### config.mk
export PLATFORM = sky130hd
export DESIGN_NAME = vga_sync_gen
export DESIGN_NICKNAME = d
export VERILOG_FILES = /design/src/rtl/vga_timing_pkg.sv /design/src/rtl/sync_delay_line.sv /design/src/rtl/vga_sync_gen.sv
export SDC_FILE = /design/constraint.sdc
export NUM_CORES = 1
export LEC_CHECK = 0
export ABC_CLOCK_PERIOD_IN_PS = 2350
export BUFFER_PORTS_ARGS = -buffer_cell sky130_fd_sc_hd__clkbuf_2
export CORE_ASPECT_RATIO = 1.1
export CORE_MARGIN = 2
export CORE_UTILIZATION = 48
export CTS_CLUSTER_DIAMETER = 60
export CTS_CLUSTER_SIZE = 8
export DETAILED_ROUTE_END_ITERATION = 10
export HOLD_SLACK_MARGIN = 0.1
export PLACE_DENSITY = 0.71
export SYNTH_ARGS = -nofsm -noshare
export SYNTH_HDL_FRONTEND = slang
export SYNTH_SLANG_ARGS = --single-unit
### constraint.sdc
create_clock -name clk -period 2.35 [get_ports clk]
set_clock_uncertainty 0.05 [all_clocks]
set_input_delay 0 -clock clk [delete_from_list [all_inputs] [get_ports clk]]
set_output_delay 0 -clock clk [all_outputs]
set_load 0.005 [all_outputs]
### src/rtl/vga_timing_pkg.sv
// rtl/vga_timing_pkg.sv - 640x480@60 timing constants shared by sync generator, renderer and game logic
package vga_timing_pkg;

  localparam int COORD_W   = 10;
  localparam int MAX_TOTAL = 1 << COORD_W;

  localparam int H_ACTIVE_DEF = 640;
  localparam int H_FRONT_DEF  = 16;
  localparam int H_SYNC_DEF   = 96;
  localparam int H_BACK_DEF   = 48;

  localparam int V_ACTIVE_DEF = 480;
  localparam int V_FRONT_DEF  = 10;
  localparam int V_SYNC_DEF   = 2;
  localparam int V_BACK_DEF   = 33;

  localparam logic SYNC_POL_DEF = 1'b0;

  function automatic int timing_total(input int active, input int front,
                                      input int sync_w, input int back);
    return active + front + sync_w + back;
  endfunction

  localparam int H_TOTAL_DEF = timing_total(H_ACTIVE_DEF, H_FRONT_DEF, H_SYNC_DEF, H_BACK_DEF);
  localparam int V_TOTAL_DEF = timing_total(V_ACTIVE_DEF, V_FRONT_DEF, V_SYNC_DEF, V_BACK_DEF);

endpackage

### src/rtl/sync_delay_line.sv
// rtl/sync_delay_line.sv - DEPTH-stage shift register with a reset value; DEPTH=0 is a wire
module sync_delay_line #(
  parameter int   DEPTH   = 1,
  parameter logic RST_VAL = 1'b1
) (
  input  logic clk,
  input  logic reset,
  input  logic din,
  output logic dout
);

  generate
    if (DEPTH == 0) begin : g_bypass
      logic unused_clk_reset;
      assign unused_clk_reset = clk ^ reset;
      assign dout = din;
    end else begin : g_pipe
      logic [DEPTH-1:0] stage;

      always_ff @(posedge clk) begin
        if (!reset) begin
          stage <= {DEPTH{RST_VAL}};
        end else begin
          stage[0] <= din;
          for (int i = 1; i < DEPTH; i++) begin
            stage[i] <= stage[i-1];
          end
        end
      end

      assign dout = stage[DEPTH-1];
    end
  endgenerate

endmodule

### src/rtl/vga_sync_gen.sv
// rtl/vga_sync_gen.sv - VGA raster timing: pixel tick, x/y counters, sync pulses, strobes
module vga_sync_gen
  import vga_timing_pkg::*;
#(
  parameter int   CLK_DIV  = 4,
  parameter int   H_ACTIVE = H_ACTIVE_DEF,
  parameter int   H_FRONT  = H_FRONT_DEF,
  parameter int   H_SYNC   = H_SYNC_DEF,
  parameter int   H_BACK   = H_BACK_DEF,
  parameter int   V_ACTIVE = V_ACTIVE_DEF,
  parameter int   V_FRONT  = V_FRONT_DEF,
  parameter int   V_SYNC   = V_SYNC_DEF,
  parameter int   V_BACK   = V_BACK_DEF,
  parameter logic SYNC_POL = SYNC_POL_DEF,
  parameter int   PIPE_DLY = 1
) (
  input  logic               clk,
  input  logic               reset,
  output logic               p_tick,
  output logic [COORD_W-1:0] x,
  output logic [COORD_W-1:0] y,
  output logic               video_on,
  output logic               hsync,
  output logic               vsync,
  output logic               hsync_d,
  output logic               vsync_d,
  output logic               line_start,
  output logic               frame_start
);

  localparam int H_TOTAL = timing_total(H_ACTIVE, H_FRONT, H_SYNC, H_BACK);
  localparam int V_TOTAL = timing_total(V_ACTIVE, V_FRONT, V_SYNC, V_BACK);

  localparam logic [3:0]         DIV_LAST = 4'(CLK_DIV - 1);
  localparam logic [COORD_W-1:0] H_LAST   = COORD_W'(H_TOTAL - 1);
  localparam logic [COORD_W-1:0] V_LAST   = COORD_W'(V_TOTAL - 1);

  // One extra bit so a sync window ending exactly at 1024 still compares correctly
  localparam logic [COORD_W:0] H_ACT_END  = (COORD_W+1)'(H_ACTIVE);
  localparam logic [COORD_W:0] H_SYNC_BEG = (COORD_W+1)'(H_ACTIVE + H_FRONT);
  localparam logic [COORD_W:0] H_SYNC_END = (COORD_W+1)'(H_ACTIVE + H_FRONT + H_SYNC);
  localparam logic [COORD_W:0] V_ACT_END  = (COORD_W+1)'(V_ACTIVE);
  localparam logic [COORD_W:0] V_SYNC_BEG = (COORD_W+1)'(V_ACTIVE + V_FRONT);
  localparam logic [COORD_W:0] V_SYNC_END = (COORD_W+1)'(V_ACTIVE + V_FRONT + V_SYNC);

  generate
    if (H_TOTAL > MAX_TOTAL || V_TOTAL > MAX_TOTAL) begin : g_bad_total
      $error("vga_sync_gen: H_TOTAL or V_TOTAL exceeds 1024");
    end
    if (CLK_DIV < 1 || CLK_DIV > 16) begin : g_bad_div
      $error("vga_sync_gen: CLK_DIV must be 1..16");
    end
    if (PIPE_DLY < 0 || PIPE_DLY > 4) begin : g_bad_dly
      $error("vga_sync_gen: PIPE_DLY must be 0..4");
    end
  endgenerate

  logic [3:0]         div_cnt;
  logic [COORD_W-1:0] h_cnt;
  logic [COORD_W-1:0] v_cnt;
  logic               run;
  logic               h_wrap;
  logic               v_wrap;
  logic               h_in_sync;
  logic               v_in_sync;

  assign p_tick = run && (div_cnt == DIV_LAST);
  assign h_wrap = (h_cnt == H_LAST);
  assign v_wrap = (v_cnt == V_LAST);

  always_ff @(posedge clk) begin
    if (!reset) begin
      div_cnt <= '0;
      h_cnt   <= '0;
      v_cnt   <= '0;
      run     <= 1'b0;
    end else begin
      run <= 1'b1;
      if (run) begin
        div_cnt <= p_tick ? 4'd0 : div_cnt + 4'd1;
        if (p_tick) begin
          h_cnt <= h_wrap ? '0 : h_cnt + 1'b1;
          if (h_wrap) begin
            v_cnt <= v_wrap ? '0 : v_cnt + 1'b1;
          end
        end
      end
    end
  end

  // Everything below decodes registered state, so x/y/video_on/syncs agree in every clk
  assign h_in_sync = ({1'b0, h_cnt} >= H_SYNC_BEG) && ({1'b0, h_cnt} < H_SYNC_END);
  assign v_in_sync = ({1'b0, v_cnt} >= V_SYNC_BEG) && ({1'b0, v_cnt} < V_SYNC_END);

  assign x           = run ? h_cnt : '0;
  assign y           = run ? v_cnt : '0;
  assign video_on    = run && ({1'b0, h_cnt} < H_ACT_END) && ({1'b0, v_cnt} < V_ACT_END);
  assign hsync       = (run && h_in_sync) ? SYNC_POL : ~SYNC_POL;
  assign vsync       = (run && v_in_sync) ? SYNC_POL : ~SYNC_POL;
  assign line_start  = p_tick && h_wrap;
  assign frame_start = line_start && v_wrap;

  sync_delay_line #(
    .DEPTH   (PIPE_DLY),
    .RST_VAL (~SYNC_POL)
  ) u_hsync_dly (
    .clk   (clk),
    .reset (reset),
    .din   (hsync),
    .dout  (hsync_d)
  );

  sync_delay_line #(
    .DEPTH   (PIPE_DLY),
    .RST_VAL (~SYNC_POL)
  ) u_vsync_dly (
    .clk   (clk),
    .reset (reset),
    .din   (vsync),
    .dout  (vsync_d)
  );

endmodule

==> impl_metrics.json, run 1 <==
{
  "synth_cells": 179,
  "fp.dieH_um": 63.15,
  "yosysTopAreaCellShare_pct": 35.41,
  "clockBufferDepth": 2,
  "synthesis.area_um2": 1526,
  "finalCriticalPeriod_ns": 2.123,
  "syn_area_per_cell_um2": 8.528,
  "grt-ovfl-total": 0,
  "num_rows": 21,
  "ioPinCount": 30,
  "setup_viol": 0,
  "syn_nets": 187,
  "reg2reg_depth": 6,
  "cts_buffers": 3,
  "hold_viol_final": 0,
  "fin_tns_setup_ns": 0,
  "ys_ff_latch": 27,
  "initial_core_util_pct": 50.08,
  "reg2reg_slack_ns": 0.33,
  "clk_pin_slew_worst_paths_ns": 0.14,
  "power_density_nw_per_um2": 410.6,
  "synthTopCellsByArea": "dfxtp_1, and2_1, ha_1",
  "pre_cts_slack_ns": 0.3652,
  "grt_max_degree": 25,
  "final_antenna_net_count": 0,
  "slowest_delay_ns": 0.50,
  "synth_edf_count": 0,
  "cts-htree-levels": 1,
  "worst_slack_ns": 0.2267,
  "insertion_delay_ns": 0.32,
  "met3_usage_pct": 2.464,
  "end_kind": "primary output",
  "path_max_fanout": 8,
  "vias": 1331,
  "ys_types": 34,
  "met1_usage_pct": 24.02,
  "viasPerCell": 5.546,
  "drt_iter0_drc": 59,
  "use_met2_pct": 31.96,
  "drc_errors": 0,
  "start_kind": "flip-flop",
  "detail_route.wl_per_cell_um": 13.15,
  "grt_pass1_wl_um": 5595,
  "fp.dieArea_um2": 3648,
  "reg2reg_to": "v_cnt[3]",
  "synthToLayoutAreaGrowth_pct": 11.39,
  "first_pass_iters": 4,
  "cts_tree": "done",
  "grt_util_all_layers_pct": 18.87,
  "crit_type": "flip-flop to primary output",
  "crit_start": "v_cnt[1]",
  "yosys_warnings": 0,
  "synth-async-reset-ratio_pct": 0,
  "grt_pass1_vias": 1249,
  "worst_pin_slew_ns": 0.4462,
  "cts-root-buf": "clkbuf_4",
  "status": "finished, final reports clean",
  "rsz0062_at_grt": "false",
  "seq_area_frac_synth_pct": 35.41,
  "totalWireLength_um": 3156,
  "synthFlopType": "dfxtp_1",
  "peakVddDrop_mv": 0.3478,
  "place_area_um2": 1663,
  "p_leak_nw": 0.6721,
  "critical-path-slowest-cell": "dfxtp_1",
  "dp_hpwl_um": 2383,
  "slew_headroom_pct": 69.98,
  "layout-drive-gt1-share_pct": 19.90,
  "crit-reg2reg-launch": "h_cnt[0]",
  "nets": 215,
  "max_freq_ghz": 0.4710,
  "cp.arrival_ns": 2.07,
  "hold_class": "flip-flop to flip-flop",
  "die_w_um": 57.77,
  "io_buffers": 29,
  "antenna_cells": 0,
  "drv_slew": 0,
  "synth_top_area_cell": "dfxtp_1",
  "fin_area_um2": 1700,
  "path_cells": "ha_1, nor2_1, or3b_2, nor4_1, inv_1, clkbuf_2",
  "hold_path_depth": 2,
  "grt_antenna_before_repair": 0,
  "cap_violations": 0,
  "core_area_um2": 3048,
  "cts_sinks": 27,
  "crit_end": "vsync",
  "worstPathRequired_ns": 2.30,
  "gr-max-usage-layer": "met2",
  "timing.final.crit_share_pct": 90.35,
  "gp_congestion": 0.7960
}
-- critical path, delay by kind of cell, from the launching register on --
kind	cells	cell delay, ns
buffers and inverters	2	0.20
flip-flops	1	0.50
AND/OR/NAND/NOR	3	0.85
adder cells (fa/ha/maj)	1	0.20
-- routing by layer --
layer / vias up / share of wire, %
met4: 0 / 1.2
met2: 34 / 49
met1: 616 / 46
li1: 677 / -
met3: 4 / 4.3
met5: - / 0
-- flip-flops by register name, indices dropped and copies added, names as in the netlist --
register / flops
u_vsync_dly.dout: 1
h_cnt: 10
v_cnt: 10
u_hsync_dly.dout: 1
div_cnt: 4
run: 1
-- what timing repair did --
action                                 in CTS  in global routing
hold buffers                                1                  0
resized for setup                           0                  0
endpoints found under the hold margin      11                  0
buffers inserted                            0                  0
-- cells by family after synthesis --
group                    count (synthesis)  synth area share, %
multiplexers                             2                1.312
adder cells (fa/ha/maj)                  6                4.918
buffers and inverters                   17                6.640
AND/OR/NAND/NOR                         95                37.70
flip-flops                              27                35.41
AO/OA/AOI/OAI                           22                8.278
XOR/XNOR                                10                5.738
-- layout make-up --
cell class | count | area (µm²)
Clock buffer | 3 | 22.52
Clock inverter | 1 | 5.005
Fill cell | 320 | 1348
Inverter | 8 | 35.03
Multi-Input combinational cell | 135 | 884.6
Sequential cell | 27 | 540.5
Tap cell | 34 | 42.54
Timing Repair Buffer | 32 | 170.2
-- worst min-delay path by stage --
stage | from | endpoint | slack (ns)
2_1_floorplan | reset | run | -0.02
3_3_place_gp | reset | run | 0.26
3_5_place_dp | reset | run | 0.27
4_1_cts | reset | run | 0.45
5_1_grt | reset | run | 0.48
6_report | div_cnt[3] | div_cnt[2] | 0.46
-- cell usage after synthesis (all sizes together) (6+ instances only) --
master  instances
xnor2           7
o21ai           8
nand2          15
nand3          11
dfxtp          27
inv             7
nand4           8
a21oi           9
ha              6
nor2           12
buf             6
or3             7
and2           24
-- through the flow --
| stage | cells | hold slack (ns) | power [mW] | util (%) |
|---|---|---|---|---|
| final | 240 | 0.4646 | 0.6982 | 55.79 |
| after floorplan | 179 | -0.02228 | 0.4986 | - |
| after detailed placement | 235 | 0.2708 | 0.5065 | 54.56 |
| after global placement | 235 | 0.2588 | 0.5056 | 54.56 |
| after CTS | 240 | 0.4528 | 0.7091 | 55.79 |
| after global routing | 240 | 0.4770 | 0.7308 | 55.79 |
-- cells in the final DEF, fill, tap and decap left out, types with 2 or more instances in the layout --
master    Yosys  layout
nand2_1      15      15
o31ai_1       2       2
nor4_1        3       3
nand3_1      11      11
and2_1       24      24
xnor2_1       7       7
nor2_1       12      12
buf_4         0       2
or3_1         7       7
mux2i_1       2       2
dfxtp_1      27      27
o21ai_0       7       7
or4_1         2       2
nor2b_1       2       2
clkbuf_2      0      29
nand4_1       7       7
xor2_1        3       3
a21oi_1       9       9
a21boi_0      3       3
inv_1         7       7
and3_1        2       2
and4_1        2       2
ha_1          6       6
clkbuf_4      0       3
-- report_power, final --
part / leakage [nW] / switching, mW / internal (mW)
sequential: 0.218 / 0.00423 / 0.462
combinational: 0.436 / 0.0190 / 0.0115
clock: 0.0177 / 0.137 / 0.0637
Power figures use the tool's default switching activity.
==> run 2: changes to the inputs <==
--- a/config.mk
+++ b/config.mk
@@ -9,12 +9,12 @@
 export BUFFER_PORTS_ARGS = -buffer_cell sky130_fd_sc_hd__clkbuf_2
 export CORE_ASPECT_RATIO = 1.1
 export CORE_MARGIN = 2
-export CORE_UTILIZATION = 48
+export CORE_UTILIZATION = 54
 export CTS_CLUSTER_DIAMETER = 60
 export CTS_CLUSTER_SIZE = 8
 export DETAILED_ROUTE_END_ITERATION = 10
 export HOLD_SLACK_MARGIN = 0.1
-export PLACE_DENSITY = 0.71
+export PLACE_DENSITY = 0.78
 export SYNTH_ARGS = -nofsm -noshare
 export SYNTH_HDL_FRONTEND = slang
 export SYNTH_SLANG_ARGS = --single-unit
==> run 2 against run 1 <==
Effect of this change: clock power decreased by 2%; cell area is essentially flat; critical path depth stayed put; largest cell class unchanged; first-iteration DRC count is 34% lower; worst setup slack improved by 0.042 ns; sequential share of layout area barely moved; via count decreased by 1.7%; global-route usage increased by 1.8 points; utilization grew 6.5 points.
==> impl_metrics.json, run 2 (same netlist as run 1, synthesis figures left out) <==
{
  "hold_viol_final": 0,
  "cts_buffers": 3,
  "drv_slew": 0,
  "gp_congestion": 0.8477,
  "reg2reg_depth": 6,
  "status": "finished, final reports clean",
  "grt_pass1_vias": 1174,
  "core_area_um2": 2728,
  "detail_route.wl_per_cell_um": 13.17,
  "p_sw_share_pct": 22.54,
  "hold_path_depth": 2,
  "layout-drive-gt1-share_pct": 19.90,
  "whs_ns": 0.4586,
  "max_freq_ghz": 0.4806,
  "initial_core_util_pct": 55.96,
  "finalCriticalPeriod_ns": 2.081,
  "p_comb_share_pct": 4.3,
  "cp.arrival_ns": 2.29,
  "num_rows": 20,
  "synthToLayoutAreaGrowth_pct": 11.31,
  "slew_headroom_pct": 72.30,
  "fin_tns_setup_ns": 0,
  "grt_max_degree": 25,
  "nets": 215,
  "path_cells": "ha_1, and4_1, nand4_2, buf_4, or3_1, a21oi_1",
  "fp.dieArea_um2": 3269,
  "die_w_um": 54.70,
  "reg2reg_slack_ns": 0.27,
  "slowest_delay_ns": 0.45,
  "p_sw_mw": 0.1564,
  "p_seq_share_pct": 67.3,
  "power_density_nw_per_um2": 408.2,
  "final_common_cell": "clkbuf_2",
  "timing.final.crit_share_pct": 88.55,
  "drt_iter0_drc": 39,
  "min_to": "run",
  "cts-root-buf": "clkbuf_4",
  "antenna_cells": 0,
  "crit-reg2reg-launch": "h_cnt[0]",
  "path_max_fanout": 12,
  "grt_util_all_layers_pct": 20.65,
  "ioPinCount": 30,
  "insertion_delay_ns": 0.32,
  "setup_viol": 0,
  "end_kind": "flip-flop",
  "peakVddDrop_mv": 0.3359,
  "cap_violations": 0,
  "first_pass_iters": 4,
  "clk_pin_slew_worst_paths_ns": 0.15,
  "start_kind": "flip-flop",
  "vias": 1309,
  "critical-path-slowest-cell": "dfxtp_1",
  "cts_sinks": 27,
  "grt-ovfl-total": 0,
  "fill_cells": 249,
  "grt_antenna_before_repair": 0,
  "io_buffers": 29,
  "grt_pass1_wl_um": 5119,
  "reg2reg_to": "v_cnt[3]",
  "layout_common_cells": "clkbuf_2, dfxtp_1, and2_1",
  "dp_hpwl_um": 2372,
  "clockBufferDepth": 2,
  "final_antenna_net_count": 0,
  "rsz0062_at_grt": "false",
  "worstPathRequired_ns": 2.56,
  "worst_pin_slew_ns": 0.4155,
  "largest_registers": "h_cnt x10, v_cnt x10, div_cnt x4",
  "hp-start": "reset",
  "cts-htree-levels": 1,
  "fp.dieH_um": 59.76,
  "viasPerCell": 5.477,
  "cts_tree": "done",
  "p_leak_nw": 0.6721,
  "totalWireLength_um": 3147,
  "clkPwrFrac_pct": 28.4,
  "drc_errors": 0,
  "crit_type": "flip-flop to flip-flop",
  "hold_class": "input port to flip-flop",
  "p_int_mw": 0.5373
}
run 2: how the worst max path moves through the flow:
stage               start       end  slack (ns)  cells past startpoint
2_1_floorplan  div_cnt[0]  v_cnt[9]        0.61                      9
3_3_place_gp     h_cnt[0]  v_cnt[4]        0.42                      6
3_5_place_dp     h_cnt[0]  v_cnt[3]        0.33                      6
4_1_cts          h_cnt[0]  v_cnt[3]        0.27                      6
5_1_grt          h_cnt[1]  v_cnt[6]        0.12                      6
6_report         h_cnt[0]  v_cnt[3]        0.27                      6
run 2: area by class of cell:
cell class                      instances  area, µm²  share of cell area (%)
Multi-Input combinational cell        135      884.6                   52.06
Sequential cell                        27      540.5                   31.81
Timing Repair Buffer                   32      170.2                   10.01
Tap cell                               33      41.29                   2.430
Inverter                                8      35.03                   2.062
Clock buffer                            3      22.52                   1.325
Clock inverter                          1      5.005                  0.2946
run 2: routing by layer:
| metal | global-route usage [%] | vias to the layer above | share of wire, % |
|---|---|---|---|
| met5 | 0 | - | 0 |
| met1 | 27.02 | 610 | 44 |
| met4 | 4.643 | 0 | 0.38 |
| met3 | 3.250 | 2 | 4.1 |
| li1 | - | 667 | - |
| met2 | 35.03 | 30 | 51 |
run 2: critical path: cells and delay by family, from the launching register on:
kind / cells / cell delay (ns)
simple gates: 3 / 0.91
compound gates: 1 / 0.13
buf+inv: 1 / 0.26
fa+ha+maj: 1 / 0.22
flops: 1 / 0.45
run 2: metrics by stage:
stage	instances	instance area (µm²)	total power, mW	util, %	worst slack (ns)
final	239	1699	0.6936	62.29	0.2691
after global routing	239	1699	0.7226	62.29	0.1195
after CTS	239	1699	0.7026	62.29	0.2710
after detailed placement	234	1662	0.5056	60.92	0.3345
after global placement	234	1662	0.5056	60.92	0.4212
after floorplan	179	1526	0.4986	-	0.6063
run 2: repair_timing:
action                    4_1_cts  5_1_grt
buffers inserted                0        0
hold endpoints to repair       11        0
gates resized for setup         0        0
hold buffers                    1        0
run 2: power by group through the flow:
stage | clock network, mW | registers [mW] | logic [mW]
after global routing | 0.221 | 0.468 | 0.0335
after floorplan | 0 | 0.475 | 0.0237
after global placement | 0 | 0.476 | 0.0292
after detailed placement | 0 | 0.477 | 0.0290
final | 0.197 | 0.467 | 0.0300
after CTS | 0.205 | 0.467 | 0.0304
==> run 3: changes to the inputs <==
--- a/config.mk
+++ b/config.mk
@@ -7,14 +7,16 @@
 export LEC_CHECK = 0
 export ABC_CLOCK_PERIOD_IN_PS = 2350
 export BUFFER_PORTS_ARGS = -buffer_cell sky130_fd_sc_hd__clkbuf_2
+export CELL_PAD_IN_SITES_DETAIL_PLACEMENT = 1
+export CELL_PAD_IN_SITES_GLOBAL_PLACEMENT = 2
 export CORE_ASPECT_RATIO = 1.1
 export CORE_MARGIN = 2
-export CORE_UTILIZATION = 54
+export CORE_UTILIZATION = 32
 export CTS_CLUSTER_DIAMETER = 60
 export CTS_CLUSTER_SIZE = 8
 export DETAILED_ROUTE_END_ITERATION = 10
 export HOLD_SLACK_MARGIN = 0.1
-export PLACE_DENSITY = 0.78
+export PLACE_DENSITY_LB_ADDON = 0.1
 export SYNTH_ARGS = -nofsm -noshare
 export SYNTH_HDL_FRONTEND = slang
 export SYNTH_SLANG_ARGS = --single-unit
==> run 3 against run 2 <==
Effect of this change: count of clock-buffer cells in the layout increased by 1; cell area increased by 5.0%; fmax decreased by 2.1%; largest power group unchanged; worst hold slack improved by 0.0048 ns; cell count increased by 11%; register-to-register slack about the same; sequential power about the same.
==> impl_metrics.json, run 3 (same netlist as run 1, synthesis figures left out) <==
{
  "ioPinCount": 30,
  "finalCriticalPeriod_ns": 2.126,
  "p_leak_nw": 0.7056,
  "vias": 1366,
  "reg2reg_slack_ns": 0.26,
  "dp_hpwl_um": 3046,
  "first_pass_iters": 3,
  "total_power_mw": 0.7615,
  "hold_viol_final": 0,
  "reg2reg_depth": 6,
  "cts-root-buf": "clkbuf_8",
  "cts-htree-levels": 1,
  "gp_congestion": 0.7831,
  "max_freq_ghz": 0.4703,
  "place_area_um2": 1720,
  "timing.final.crit_share_pct": 90.48,
  "pre_cts_slack_ns": 0.1321,
  "die_w_um": 69.85,
  "clockBufferDepth": 2,
  "fp.dieArea_um2": 5339,
  "viasPerCell": 5.135,
  "detail_route.wl_per_cell_um": 14.76,
  "cts_buffers": 3,
  "status": "finished, final reports clean",
  "peakVddDrop_mv": 0.1895,
  "cap_violations": 0,
  "path_cells": "buf_4, and2_1, or3b_2, nor4_1, inv_1, clkbuf_2",
  "fin_tns_setup_ns": 0,
  "layout_common_cells": "clkbuf_2, dfxtp_1, and2_1",
  "drc_errors": 0,
  "totalWireLength_um": 3925,
  "grt_antenna_before_repair": 0,
  "slew_headroom_pct": 71.33,
  "crit-reg2reg-launch": "h_cnt[0]",
  "worst_pin_slew_ns": 0.4261,
  "nets": 219,
  "crit_start": "run",
  "worstPathRequired_ns": 2.30,
  "core_area_um2": 4619,
  "final_antenna_net_count": 0,
  "insertion_delay_ns": 0.27,
  "cts_sinks": 27,
  "hold_class": "flip-flop to flip-flop",
  "initial_core_util_pct": 33.04,
  "cp.arrival_ns": 2.08,
  "crit_end": "vsync",
  "power_density_nw_per_um2": 426.8,
  "synthToLayoutAreaGrowth_pct": 16.89,
  "start_kind": "flip-flop",
  "grt_pass1_vias": 1359,
  "drt_iter0_drc": 40,
  "cts_tree": "done",
  "drv_slew": 0,
  "setup_viol": 0,
  "layout-drive-gt1-share_pct": 20.95,
  "fp.dieH_um": 76.44,
  "fill_cells": 574,
  "crit_type": "flip-flop to primary output",
  "fin_area_um2": 1784,
  "grt_pass1_wl_um": 6575,
  "post-cts-setup-buffers": 0,
  "path_max_fanout": 25,
  "end_kind": "primary output",
  "largest_registers": "h_cnt x10, v_cnt x10, div_cnt x4",
  "rsz0062_at_grt": "false",
  "io_buffers": 29,
  "clk_pin_slew_worst_paths_ns": 0.09,
  "grt-ovfl-total": 0,
  "grt_util_all_layers_pct": 14.99,
  "worst_slack_ns": 0.2236,
  "slowest_delay_ns": 0.44,
  "num_rows": 26,
  "grt_max_degree": 26,
  "final_common_cell": "clkbuf_2",
  "reg2reg_to": "v_cnt[4]",
  "antenna_cells": 0,
  "critical-path-slowest-cell": "or3b_2"
}
run 3: final cells by class:
cell class	instances	area, µm²	share of cell area, %
inverters	8	35.03	1.964
well taps	56	70.07	3.927
multi-input cells	135	893.4	50.07
clock buffers	4	45.04	2.525
flip-flops and latches	27	540.5	30.29
repair buffers	36	200.2	11.22
run 3: power by group:
part | total [mW] | internal [mW] | leakage [nW] | switching, mW
logic | 0.0324 | 0.0118 | 0.465 | 0.0206
registers | 0.466 | 0.461 | 0.218 | 0.00436
clock network | 0.263 | 0.121 | 0.0228 | 0.142
total | 0.762 | 0.595 | 0.706 | 0.167
run 3: per-layer routing:
layer / routed length (µm) / GRT usage [%]
met1: 1661 / 17.46
met2: 2148 / 28.76
met3: 100 / 2.116
met4: 15 / 2.885
met5: 0 / 0
run 3: worst min path at each step:
stage	start	cells after the start	endpoint	slack (ns)
3_3_place_gp	reset	1	run	0.27
3_5_place_dp	reset	1	run	0.29
5_1_grt	div_cnt[3]	2	div_cnt[2]	0.51
6_report	div_cnt[2]	2	div_cnt[2]	0.46
2_1_floorplan	reset	0	run	-0.02
4_1_cts	div_cnt[3]	2	div_cnt[2]	0.47
run 3: what timing repair did:
action,4_1_cts,5_1_grt
resized for setup,0,1
hold endpoints to repair,4,0
hold buffers,1,0
setup endpoints to repair,0,9
run 3: through the flow:
step,util (%),hold WS (ns),cells
after CTS,38.43,0.4664,266
after floorplan,-,-0.02228,179
after global placement,37.24,0.2672,261
after detailed placement,37.24,0.2868,261
final,38.62,0.4634,266
after global routing,38.62,0.5098,266
run 3: worst max-delay path: cells and delay by family, from the launching register on:
family	cells	cell delay, ns
and+or+nand+nor	3	0.96
buffers and inverters	3	0.46
DFF	1	0.38
